<file path="src/rtl/retire_pkg.sv">
// Shared types for the in-order retirement buffer: entry layout, tag type and
// the default depth. Register-index and data widths come from the global macros.
`ifndef NUMBER_OF_REGISTERS_B
`define NUMBER_OF_REGISTERS_B 5
`endif
`ifndef DATA_SIZE
`define DATA_SIZE 32
`endif

package retire_pkg;

  localparam int RETIRE_DEPTH = 8;
  localparam int RETIRE_TAG_W = $clog2(RETIRE_DEPTH);

  typedef logic [RETIRE_TAG_W-1:0]          retire_tag_t;
  typedef logic [`NUMBER_OF_REGISTERS_B-1:0] retire_rd_t;
  typedef logic [`DATA_SIZE-1:0]             retire_data_t;

  typedef struct packed {
    logic         valid;
    logic         done;
    logic         wen;
    retire_rd_t   rd;
    retire_data_t data;
  } retire_entry_t;

  function automatic bit is_pow2(input int n);
    return (n >= 2) && ((n & (n - 1)) == 0);
  endfunction

endpackage

</file>
<file path="src/rtl/retire_buffer.sv">
// In-order retirement buffer: allocate at tail, complete out of order by tag,
// retire at most one done head entry per cycle into a registered regfile write port.
`ifndef NUMBER_OF_REGISTERS_B
`define NUMBER_OF_REGISTERS_B 5
`endif
`ifndef DATA_SIZE
`define DATA_SIZE 32
`endif

module retire_buffer
  import retire_pkg::*;
#(
  parameter int DEPTH = RETIRE_DEPTH,
  parameter int TAG_W = $clog2(DEPTH)
) (
  input  logic                              clk,
  input  logic                              reset,
  input  logic                              flush,
  input  logic                              alloc_valid,
  input  logic                              alloc_wen,
  input  logic [`NUMBER_OF_REGISTERS_B-1:0] alloc_rd,
  output logic                              alloc_ready,
  output logic [TAG_W-1:0]                  alloc_tag,
  input  logic                              cmpl_valid,
  input  logic [TAG_W-1:0]                  cmpl_tag,
  input  logic [`DATA_SIZE-1:0]             cmpl_data,
  output logic                              regwr,
  output logic [`NUMBER_OF_REGISTERS_B-1:0] rd,
  output logic [`DATA_SIZE-1:0]             data,
  output logic                              empty,
  output logic [$clog2(DEPTH+1)-1:0]        count
);

  localparam int CNT_W = $clog2(DEPTH + 1);
  localparam logic [CNT_W-1:0] FULL_COUNT = CNT_W'(DEPTH);

  retire_entry_t entries_q [DEPTH];
  retire_entry_t entries_d [DEPTH];
  logic [TAG_W-1:0] head_q, head_d;
  logic [TAG_W-1:0] tail_q, tail_d;
  logic [CNT_W-1:0] count_q, count_d;
  logic             regwr_q, regwr_d;
  retire_rd_t       rd_q, rd_d;
  retire_data_t     data_q, data_d;

  logic alloc_fire;
  logic cmpl_fire;
  logic retire_fire;

  // Readiness looks only at the registered count, so a same-cycle retirement
  // never opens a slot for that cycle's allocation.
  assign alloc_ready = !reset && (count_q < FULL_COUNT);
  assign alloc_tag   = tail_q;
  assign regwr       = regwr_q;
  assign rd          = rd_q;
  assign data        = data_q;
  assign count       = count_q;
  assign empty       = (count_q == '0);

  always_comb begin
    alloc_fire  = alloc_valid && alloc_ready;
    cmpl_fire   = cmpl_valid && entries_q[cmpl_tag].valid && !entries_q[cmpl_tag].done;
    retire_fire = entries_q[head_q].valid && entries_q[head_q].done;

    entries_d = entries_q;
    head_d    = head_q;
    tail_d    = tail_q;
    count_d   = count_q;
    regwr_d   = 1'b0;
    rd_d      = rd_q;
    data_d    = data_q;

    if (flush) begin
      for (int i = 0; i < DEPTH; i++) begin
        entries_d[i].valid = 1'b0;
      end
      head_d  = '0;
      tail_d  = '0;
      count_d = '0;
    end else begin
      // Retirement is judged on registered done bits, so a completion to the
      // head this cycle is seen one cycle later.
      if (retire_fire) begin
        entries_d[head_q].valid = 1'b0;
        head_d  = head_q + TAG_W'(1);
        regwr_d = entries_q[head_q].wen && (entries_q[head_q].rd != '0);
        rd_d    = entries_q[head_q].rd;
        data_d  = entries_q[head_q].data;
      end
      if (cmpl_fire) begin
        entries_d[cmpl_tag].done = 1'b1;
        entries_d[cmpl_tag].data = cmpl_data;
      end
      if (alloc_fire) begin
        entries_d[tail_q].valid = 1'b1;
        entries_d[tail_q].done  = 1'b0;
        entries_d[tail_q].wen   = alloc_wen;
        entries_d[tail_q].rd    = alloc_rd;
        tail_d = tail_q + TAG_W'(1);
      end
      case ({alloc_fire, retire_fire})
        2'b10:   count_d = count_q + CNT_W'(1);
        2'b01:   count_d = count_q - CNT_W'(1);
        default: count_d = count_q;
      endcase
    end
  end

  always_ff @(posedge clk) begin
    if (reset) begin
      for (int i = 0; i < DEPTH; i++) begin
        entries_q[i].valid <= 1'b0;
      end
      head_q  <= '0;
      tail_q  <= '0;
      count_q <= '0;
      regwr_q <= 1'b0;
      rd_q    <= '0;
      data_q  <= '0;
    end else begin
      entries_q <= entries_d;
      head_q    <= head_d;
      tail_q    <= tail_d;
      count_q   <= count_d;
      regwr_q   <= regwr_d;
      rd_q      <= rd_d;
      data_q    <= data_d;
    end
  end

  always_ff @(posedge clk) begin
    assert (is_pow2(DEPTH));
    if (!reset && !flush && cmpl_valid) begin
      assert (entries_q[cmpl_tag].valid);
    end
  end

endmodule

</file>
<file path="config.mk">
export PLATFORM = sky130hd
export DESIGN_NAME = retire_buffer
export DESIGN_NICKNAME = d
export VERILOG_FILES = /design/src/rtl/retire_pkg.sv /design/src/rtl/retire_buffer.sv
export SDC_FILE = /design/constraint.sdc
export NUM_CORES = 1
export LEC_CHECK = 0
export ABC_AREA = 1
export BUFFER_PORTS_ARGS = -buffer_cell sky130_fd_sc_hd__buf_2
export CAP_MARGIN = 10
export CORE_UTILIZATION = 55
export DETAILED_ROUTE_END_ITERATION = 8
export PLACE_DENSITY = 0.76
export SKIP_CTS_REPAIR_TIMING = 1
export SLEW_MARGIN = 20
export SYNTH_ARGS = -nofsm -noshare
export SYNTH_HDL_FRONTEND = slang
export SYNTH_SLANG_ARGS = --single-unit
</file>
<file path="constraint.sdc">
create_clock -name clk -period 6.2 [get_ports clk]
set_input_delay 0.31 -clock clk [delete_from_list [all_inputs] [get_ports clk]]
set_output_delay 0.31 -clock clk [all_outputs]
set_load 0.005 [all_outputs]
</file>
==> reports/metrics.cfg, run 1 <==
[clock_network]
clkSlewWorstSetupHoldPaths_ns = 0.06
root_buffer = clkbuf_16
clock_sinks = 368
cts_tree = yes
cts_buffer_depth = 3
cts_max_level = 2
cts_inserted_buffers = 37
clock_latency_ns = 0.53

[placed_design]
hpwl_um = 19200
gp_congestion = 0.836
io_buffers = 92
pre_cts_slack_ns = 2.85

[yosys]
synth_area_per_cell_um2 = 10.7
ys_ff_latch = 368
syn_inst = 1443
post-synth-top-area-cell = edfxtp_1
ys_top_cells_by_count = edfxtp_1 (312), nor2_1 (309), nand2_1 (170), o21ai_0 (145), inv_1 (122)
synth_warnings = 0
syn-num-nets = 1494
ys_seq_area_frac = 0.677
synth-main-ff-cell = edfxtp_1
synth.area.top_cells = edfxtp_1 (60%), nor2_1 (7.5%), dfxtp_1 (7.2%), o21ai_0 (4.7%), nand2_1 (4.1%)
ys_async_sr_fraction = 0
synth_cell_type_count = 33
syn-cell-area_mm2 = 0.0155
synth-edff-count = 312
yosysMostFrequentCell = edfxtp_1
yosysTopAreaCellShare = 0.605

[global_routing]
met3_usage = 0.0416
met1_usage = 0.328
grt_pass1_wl_um = 52400
grt.overflow.total = 0
grtUsageMet2 = 0.378
grt_start_max_net_pins = 91
grt_usage = 0.236
grt_antenna_before_repair = 6
grt-busiest-layer = met2
grt_pass1_vias = 9854

[sta]
max_freq_ghz = 0.287
relSlewSlack = 0.203
setup_viol = 0
finalCritPeriodShare = 0.561
finalHoldViolations = 0
worst_slack_ns = 2.72
layout_min_cycle_time_ns = 3.48
tightest_slew_ns = 1.19
fin_setup_tns_ns = 0
slew_viol_final = 0
skew_ns = 0.0245
rsz0062_at_grt = no

[flow_run]
drv_cap = 0

[critical_path]
cp_max_fo = 41
worstPathRequired_ns = 6.60
cp-end-kind = flip-flop
path_class = reg -> reg
worst_ep_arrival_time_ns = 3.89
startpoint_type = flip-flop

[power_and_ir_drop]
leakagePower_nw = 6.64
vdd_ir_drop_max_mv = 0.186
powerDensity_mw_per_mm2 = 290

[run_status]
outcome = finished, final reports clean

[die]
start_util = 0.558
core_mm2 = 0.0278
ioPinCount = 93
die_w_um = 170
dieArea_mm2 = 0.0288
fp.dieH_um = 170
rows = 61

[routing]
wl_per_cell_um = 17.5
via_per_inst = 5.44
firstDrtPassIters = 5
drt-total-wl_um = 33700
num_vias = 10500
drcViolationCount = 0
initialDrtViolationCount = 1077
postRouteAntennaNets = 0

[finish]
areaGrowthSynthToFinish_pct = 13.1
multi_input_area_mm2 = 0.00411
fillCellCount = 2101
layout-drive-gt1-share = 0.141
register_area_mm2 = 0.0105
fin_nets = 1566

[worst_hold_path]
hold_path.class = in -> reg

path summary, 6_finish.rpt:
kind | start | end | slack (ns) | cells after the start
setup / recovery | head_q[1]$_SDFFE_PN0N_ | count[2]$_SDFFE_PN0P_ | 2.72 | 14
hold / removal | cmpl_data[14] | entries_q[14]$_DFFE_PP_ | 0.05 | 1
setup reg to reg | head_q[1]$_SDFFE_PN0N_ | count[2]$_SDFFE_PN0P_ | 2.72 | 14
hold reg to reg | data[12]$_SDFFE_PP0P_ | data[12]$_SDFFE_PP0P_ | 0.50 | 4
stage by stage:
step                 util  cells  instance area [um^2]  hold slack (ns)  power [mW]
floorplan               -   1443                 15500            0.409        2.82
global placement    0.579   1846                 16100            0.493        2.88
global route        0.630   1925                 17500           0.0341        5.21
detailed placement  0.583   1851                 16200            0.493        2.88
finish              0.631   1928                 17500           0.0462        5.07
CTS                 0.627   1919                 17400           0.0255        5.09
report_power, final:
group	total, mW	leakage, nW	internal [mW]	switching, mW
clock network	2.24	0.601	1.31	0.929
registers	2.69	3.31	2.68	0.00794
logic	0.139	2.73	0.0393	0.0995
per-layer routing:
metal	wire length, um	up-vias
met5	0	-
met4	886	0
met3	2840	66
met2	15800	427
met1	14100	4950
li1	-	5048
layout by cell type (no fill, tap or decap), types with 4 or more instances in the layout:
| master | Yosys | final |
|---|---|---|
| nor2_4 | 4 | 12 |
| nand2_1 | 170 | 170 |
| o21ai_1 | 48 | 48 |
| or2_1 | 10 | 10 |
| clkinv_2 | 0 | 9 |
| nand3_1 | 54 | 54 |
| ha_1 | 5 | 5 |
| nor2_1 | 309 | 301 |
| inv_2 | 9 | 8 |
| nand4_1 | 15 | 15 |
| buf_16 | 0 | 6 |
| buf_4 | 9 | 6 |
| clkinv_1 | 0 | 5 |
| clkbuf_16 | 0 | 38 |
| edfxtp_1 | 312 | 312 |
| buf_2 | 18 | 92 |
| inv_1 | 122 | 122 |
| dfxtp_1 | 56 | 55 |
| o21ai_0 | 145 | 145 |
| o211ai_1 | 43 | 43 |
| or2_2 | 28 | 28 |
| nor3_1 | 4 | 4 |
| bufinv_16 | 0 | 4 |
| a21oi_1 | 22 | 22 |
| clkbuf_1 | 22 | 8 |
| diode_2 | 0 | 6 |
layout make-up:
type                       instances  share of cell area
sequential                       368               0.599
timing repair buffer             106              0.0406
clock inverter                    21              0.0130
multi-input combinational        871               0.235
antenna                            6            0.000857
inverter                         131              0.0282
tap                              378              0.0270
clock buffer                      47              0.0568
cells by family (layout without fill, tap and decap cells):
logic type               Yosys count  count (layout)  share of synthesized area
flip-flops                       368             368                      0.677
other                              0               6                          0
buffers and inverters            204             305                     0.0615
AO/OA/AOI/OAI                    259             259                     0.0909
AND/OR/NAND/NOR                  604             604                      0.165
adder cells (fa/ha/maj)            5               5                    0.00404
XOR/XNOR                           3               3                    0.00170
critical path: stages (launching register included):
cell and delay [ns]:
dfxtp_1 0.62, inv_2 0.13, nor2_4 0.91, nand3_1 0.22, nand2_1 0.14, nor2_1 0.07
nor2_4 0.13, ha_1 0.23, xor2_1 0.29, ha_1 0.22, a21oi_1 0.06, nand2_1 0.08
nand2_1 0.05, o221ai_1 0.17, inv_1 0.06
sequential cells by signal, indices dropped and copies added (netlist names):
signal,count
regwr,1
alloc_tag,3
data,32
rd,5
head_q,3
entries_q,320
count,4
No activity file was read; power rests on OpenSTA's default activity.
==> run 2, diff against run 1 <==
ABC_AREA = 0   (was 1)
CORE_UTILIZATION = 54   (was 55)
PLACE_DENSITY = 0.78   (was 0.76)
clock period = 3 ns   (was 6.2 ns; I/O delays follow)
==> reports/metrics.cfg, run 2 <==
[run_status]
outcome = complete, but fails checks
violations = hold timing

[global_routing]
grt_antenna_before_repair = 0
grt-busiest-layer = met2
met3_usage = 0.0399
grt.overflow.total = 0
grt_usage = 0.229
met1_usage = 0.293
grt_pass1_vias = 8381
grtUsageMet2 = 0.400
grt_pass1_wl_um = 48200
grt_start_max_net_pins = 67

[critical_path]
crit_chain = buf_4 > buf_4 > mux4_2 > mux2i_1 > a311oi_1
startpoint_type = flip-flop
crit_top_cell = buf_4
critPathSlowestCell = buf_4
cp-end-kind = flip-flop
worstPathRequired_ns = 3.37
worst_ep_arrival_time_ns = 3.06
path_class = reg -> reg
cp_max_fo = 36
max_stage_delay_ns = 0.68

[die]
die_w_um = 167
dieArea_mm2 = 0.0280
fp.dieH_um = 167
rows = 60
core_mm2 = 0.0269
ioPinCount = 93
start_util = 0.549

[clock_network]
clkSlewWorstSetupHoldPaths_ns = 0.06
clock_latency_ns = 0.53
clock_sinks = 368
cts_max_level = 2
cts_tree = yes
root_buffer = clkbuf_16
cts_inserted_buffers = 37
cts_buffer_depth = 3

[finish]
top_register = entries_q
fin_nets = 1038
layout_commonest_cell = edfxtp_1
fillCellCount = 1833
layout-drive-gt1-share = 0.257
final_cell_mix = edfxtp_1 (312), buf_2 (92), mux4_2 (69)
areaGrowthSynthToFinish_pct = 16.9
largest_register_ffs = 320
diodes = 0

[yosys]
synth_area_per_cell_um2 = 17.4
ys_seq_area_frac = 0.711
yosysTopAreaCellShare = 0.635
ys_top_cells_by_count = edfxtp_1 (312), mux4_2 (69), dfxtp_1 (56), and2_1 (44), nor2_1 (44)
syn-num-nets = 899
synth.area.top_cells = edfxtp_1 (64%), mux4_2 (11%), dfxtp_1 (7.6%), mux2i_1 (2.4%), a311oi_1 (1.9%)
synth_warnings = 0
synth-edff-count = 312
ys_async_sr_fraction = 0
yosysMostFrequentCell = edfxtp_1
ys_ff_latch = 368
synth_cell_type_count = 47
syn-cell-area_mm2 = 0.0147
post-synth-top-area-cell = edfxtp_1
synth-main-ff-cell = edfxtp_1
syn_inst = 848

[sta]
setup_viol = 0
slew_viol_final = 0
finalHoldViolations = 2
skew_ns = 0.0200
relSlewSlack = 0.349
rsz0062_at_grt = no
hold_slack_ns = -0.00134
tightest_slew_ns = 0.976
max_freq_ghz = 0.373
layout_min_cycle_time_ns = 2.68
finalCritPeriodShare = 0.895

[placed_design]
hpwl_um = 18300
gp_congestion = 0.879
io_buffers = 92

[flow_run]
drv_cap = 0

[power_and_ir_drop]
vdd_ir_drop_max_mv = 0.519
powerDensity_mw_per_mm2 = 591
leakagePower_nw = 5.65
power.total_mw = 10.2

[routing]
initialDrtViolationCount = 784
drt-total-wl_um = 32000
postRouteAntennaNets = 0
firstDrtPassIters = 5
via_per_inst = 6.27
drcViolationCount = 0
num_vias = 8494
wl_per_cell_um = 23.6

[worst_hold_path]
hold_path.class = in -> reg

[run 2: cell families (layout without fill, tap and decap cells)]
group	after synthesis	in the layout	synth area share
adders and majority gates	5	5	0.00424
and+or+nand+nor	167	167	0.0591
xor gates and xnor gates	4	4	0.00238
DFF	368	368	0.711
AOI/OAI and AO/OA	119	119	0.0558
muxes	117	117	0.146
buffers and inverters	68	234	0.0210
[run 2: area by class of cell]
type	instances	area, um^2	share of cell area
multi-input combinational	412	4020	0.233
timing repair buffer	155	1090	0.0631
inverter	13	48.8	0.00283
sequential	368	10500	0.609
tap	341	427	0.0247
clock inverter	10	97.6	0.00566
clock buffer	56	1060	0.0614
[run 2: where the power goes]
group | internal [mW] | total [mW] | switching [mW]
logic | 0.103 | 0.266 | 0.163
registers | 5.54 | 5.56 | 0.0140
clock network | 2.54 | 4.37 | 1.83
total | 8.18 | 10.2 | 2.01
[run 2: through the flow]
step                      instance area [um^2]  instances  worst slack [ns]  TNS, ns  utilization
after floorplan                          14800        848           -0.0544    -5.23            -
after global placement                   15800       1257             0.370        0        0.587
after detailed placement                 15800       1257             0.245        0        0.587
after CTS                                16900       1323             0.254        0        0.630
after global routing                     17200       1355            0.0934        0        0.642
final                                    17200       1355             0.316        0        0.642
[run 2: path summary, 6_finish.rpt]
kind | depth (start not counted) | endpoint | slack (ns) | from
setup / recovery | 5 | data[18]$_SDFFE_PP0P_ | 0.32 | head_q[0]$_SDFFE_PN0N_
hold / removal | 2 | entries_q[317]$_DFFE_PP_ | -0.001 | alloc_wen
setup reg to reg | 5 | data[18]$_SDFFE_PP0P_ | 0.32 | head_q[0]$_SDFFE_PN0N_
hold reg to reg | 2 | rd[2]$_SDFFE_PP0P_ | 0.48 | rd[2]$_SDFFE_PP0P_
[run 2: routing by layer]
metal	share of wire	routed length [um]
met4	0.020	654
met1	0.39	12600
met3	0.069	2200
met2	0.52	16600
met5	0	0
[run 2: worst max-delay path: cells and delay by family, from the launching register on]
family / cells / cell delay (ns)
mux: 2 / 0.75
buf+inv: 2 / 1.19
compound gates: 1 / 0.13
flops: 1 / 0.41
==> run 3, diff against run 2 <==
RECOVER_POWER = 25   (was unset)
==> reports/metrics.cfg, run 3 (synthesis gave the netlist of run 2 again) <==
[critical_path]
worst_ep_arrival_time_ns = 3.05
r2r_slack_ns = 0.31
path_class = reg -> reg
cp_max_fo = 36
max_stage_delay_ns = 0.69
cp-end-kind = flip-flop
r2r_cells = 5
critPathSlowestCell = buf_4
crit_top_cell = buf_4
startpoint_type = flip-flop
crit_chain = buf_4 > buf_4 > mux4_2 > mux2i_1 > a311oi_1
r2r_end = data[31]$_SDFFE_PP0P_
worstPathRequired_ns = 3.36
r2r_start = head_q[0]$_SDFFE_PN0N_

[clock_network]
cts_buffer_depth = 3
cts_tree = yes
cts_inserted_buffers = 37
cts_max_level = 2
clock_sinks = 368
clock_latency_ns = 0.53
root_buffer = clkbuf_16
clkSlewWorstSetupHoldPaths_ns = 0.06

[finish]
fin_cells = 1355
areaGrowthSynthToFinish_pct = 16.7
layout-drive-gt1-share = 0.233
largest_register_ffs = 320
register_area_mm2 = 0.0105
final_cell_mix = edfxtp_1 (312), mux4_2 (69), buf_2 (67)
diodes = 0
fillCellCount = 1851
fin_nets = 1038
fin_util = 0.640
layout_commonest_cell = edfxtp_1
multi_input_area_mm2 = 0.00402
top_register = entries_q

[global_routing]
grt.overflow.total = 0
grt_pass1_wl_um = 48200
grt_start_max_net_pins = 67
grt_antenna_before_repair = 0
grt_usage = 0.229
grt_pass1_vias = 8381

[sta]
slew_viol_final = 0
setup_viol = 0
finalHoldViolations = 4
layout_min_cycle_time_ns = 2.69
relSlewSlack = 0.361
rsz0062_at_grt = no
max_freq_ghz = 0.372
tightest_slew_ns = 0.959
skew_ns = 0.0202
worst_slack_ns = 0.310
finalCritPeriodShare = 0.897
hold_slack_ns = -0.00121

[placed_design]
hpwl_um = 18300
pre_cts_slack_ns = 0.245
gp_congestion = 0.879
io_buffers = 92
place_inst = 1257

[routing]
initialDrtViolationCount = 811
drcViolationCount = 0
firstDrtPassIters = 5
drt-total-wl_um = 32000
wl_per_cell_um = 23.6
postRouteAntennaNets = 0
via_per_inst = 6.25
num_vias = 8471

[worst_hold_path]
worstHoldStart = alloc_rd[3]
hold_end = entries_q[315]$_DFFE_PP_
worstHoldPathCells = 2
hold_path.class = in -> reg

[power_and_ir_drop]
powerDensity_mw_per_mm2 = 592
vdd_ir_drop_max_mv = 0.508
leakagePower_nw = 5.58

[die]
rows = 60
start_util = 0.549
fp.dieH_um = 167
ioPinCount = 93
core_mm2 = 0.0269
dieArea_mm2 = 0.0280
die_w_um = 167

[run_status]
violations = hold timing
outcome = complete, but fails checks

[flow_run]
drv_cap = 0

-- run 3: changes by cell type in the layout (fill, tap and decap cells not counted), sizes merged --
cell and delta:
buf -25, clkbuf +25
-- run 3: area by class of cell --
| type | count | share of cell area |
|---|---|---|
| flip-flops and latches | 368 | 0.610 |
| inverters | 13 | 0.00284 |
| clock buffers | 56 | 0.0615 |
| repair buffers | 155 | 0.0614 |
| multi-input cells | 412 | 0.234 |
| clock inverters | 10 | 0.00567 |
| well taps | 341 | 0.0248 |
-- run 3: how the worst max path moves through the flow --
stage	slack, ns	cells past startpoint	start	endpoint
2_1_floorplan	-0.05	6	cmpl_tag[1]	entries_q[160]$_DFFE_PP_
3_3_place_gp	0.37	5	head_q[0]$_SDFFE_PN0N_	data[27]$_SDFFE_PP0P_
3_5_place_dp	0.24	5	head_q[0]$_SDFFE_PN0N_	data[18]$_SDFFE_PP0P_
4_1_cts	0.25	5	head_q[0]$_SDFFE_PN0N_	data[18]$_SDFFE_PP0P_
5_1_grt	0.09	5	head_q[0]$_SDFFE_PN0N_	data[24]$_SDFFE_PP0P_
6_report	0.31	5	head_q[0]$_SDFFE_PN0N_	data[31]$_SDFFE_PP0P_
-- run 3: stage by stage --
stage	TNS, ns	total power, mW	instance area (um^2)	hold slack, ns
5_1_grt	0	10.4	17200	0.00743
3_5_place_dp	0	5.89	15800	0.421
3_3_place_gp	0	5.88	15800	0.415
4_1_cts	0	10.2	16900	-0.127
6_report	0	10.2	17200	-0.00121
2_1_floorplan	-5.23	5.77	14800	0.249
-- run 3: power breakdown --
group,leakage [nW],switching [mW],internal (mW)
Sequential,3.31,0.0140,5.54
Combinational,1.71,0.163,0.0982
Clock,0.556,1.83,2.54
-- run 3: routing by layer --
metal | vias up | global-route usage | part of all wire
li1 | 3696 | - | -
met4 | 0 | 0.0762 | 0.022
met5 | - | 0 | 0
met2 | 372 | 0.400 | 0.52
met3 | 65 | 0.0399 | 0.069
met1 | 4338 | 0.293 | 0.39
-- run 3: worst max-delay path, delay by kind of cell (launching register included) --
family | cells | cell delay [ns]
buffers and inverters | 2 | 1.20
muxes | 2 | 0.74
DFF | 1 | 0.40
AOI/OAI and AO/OA | 1 | 0.13
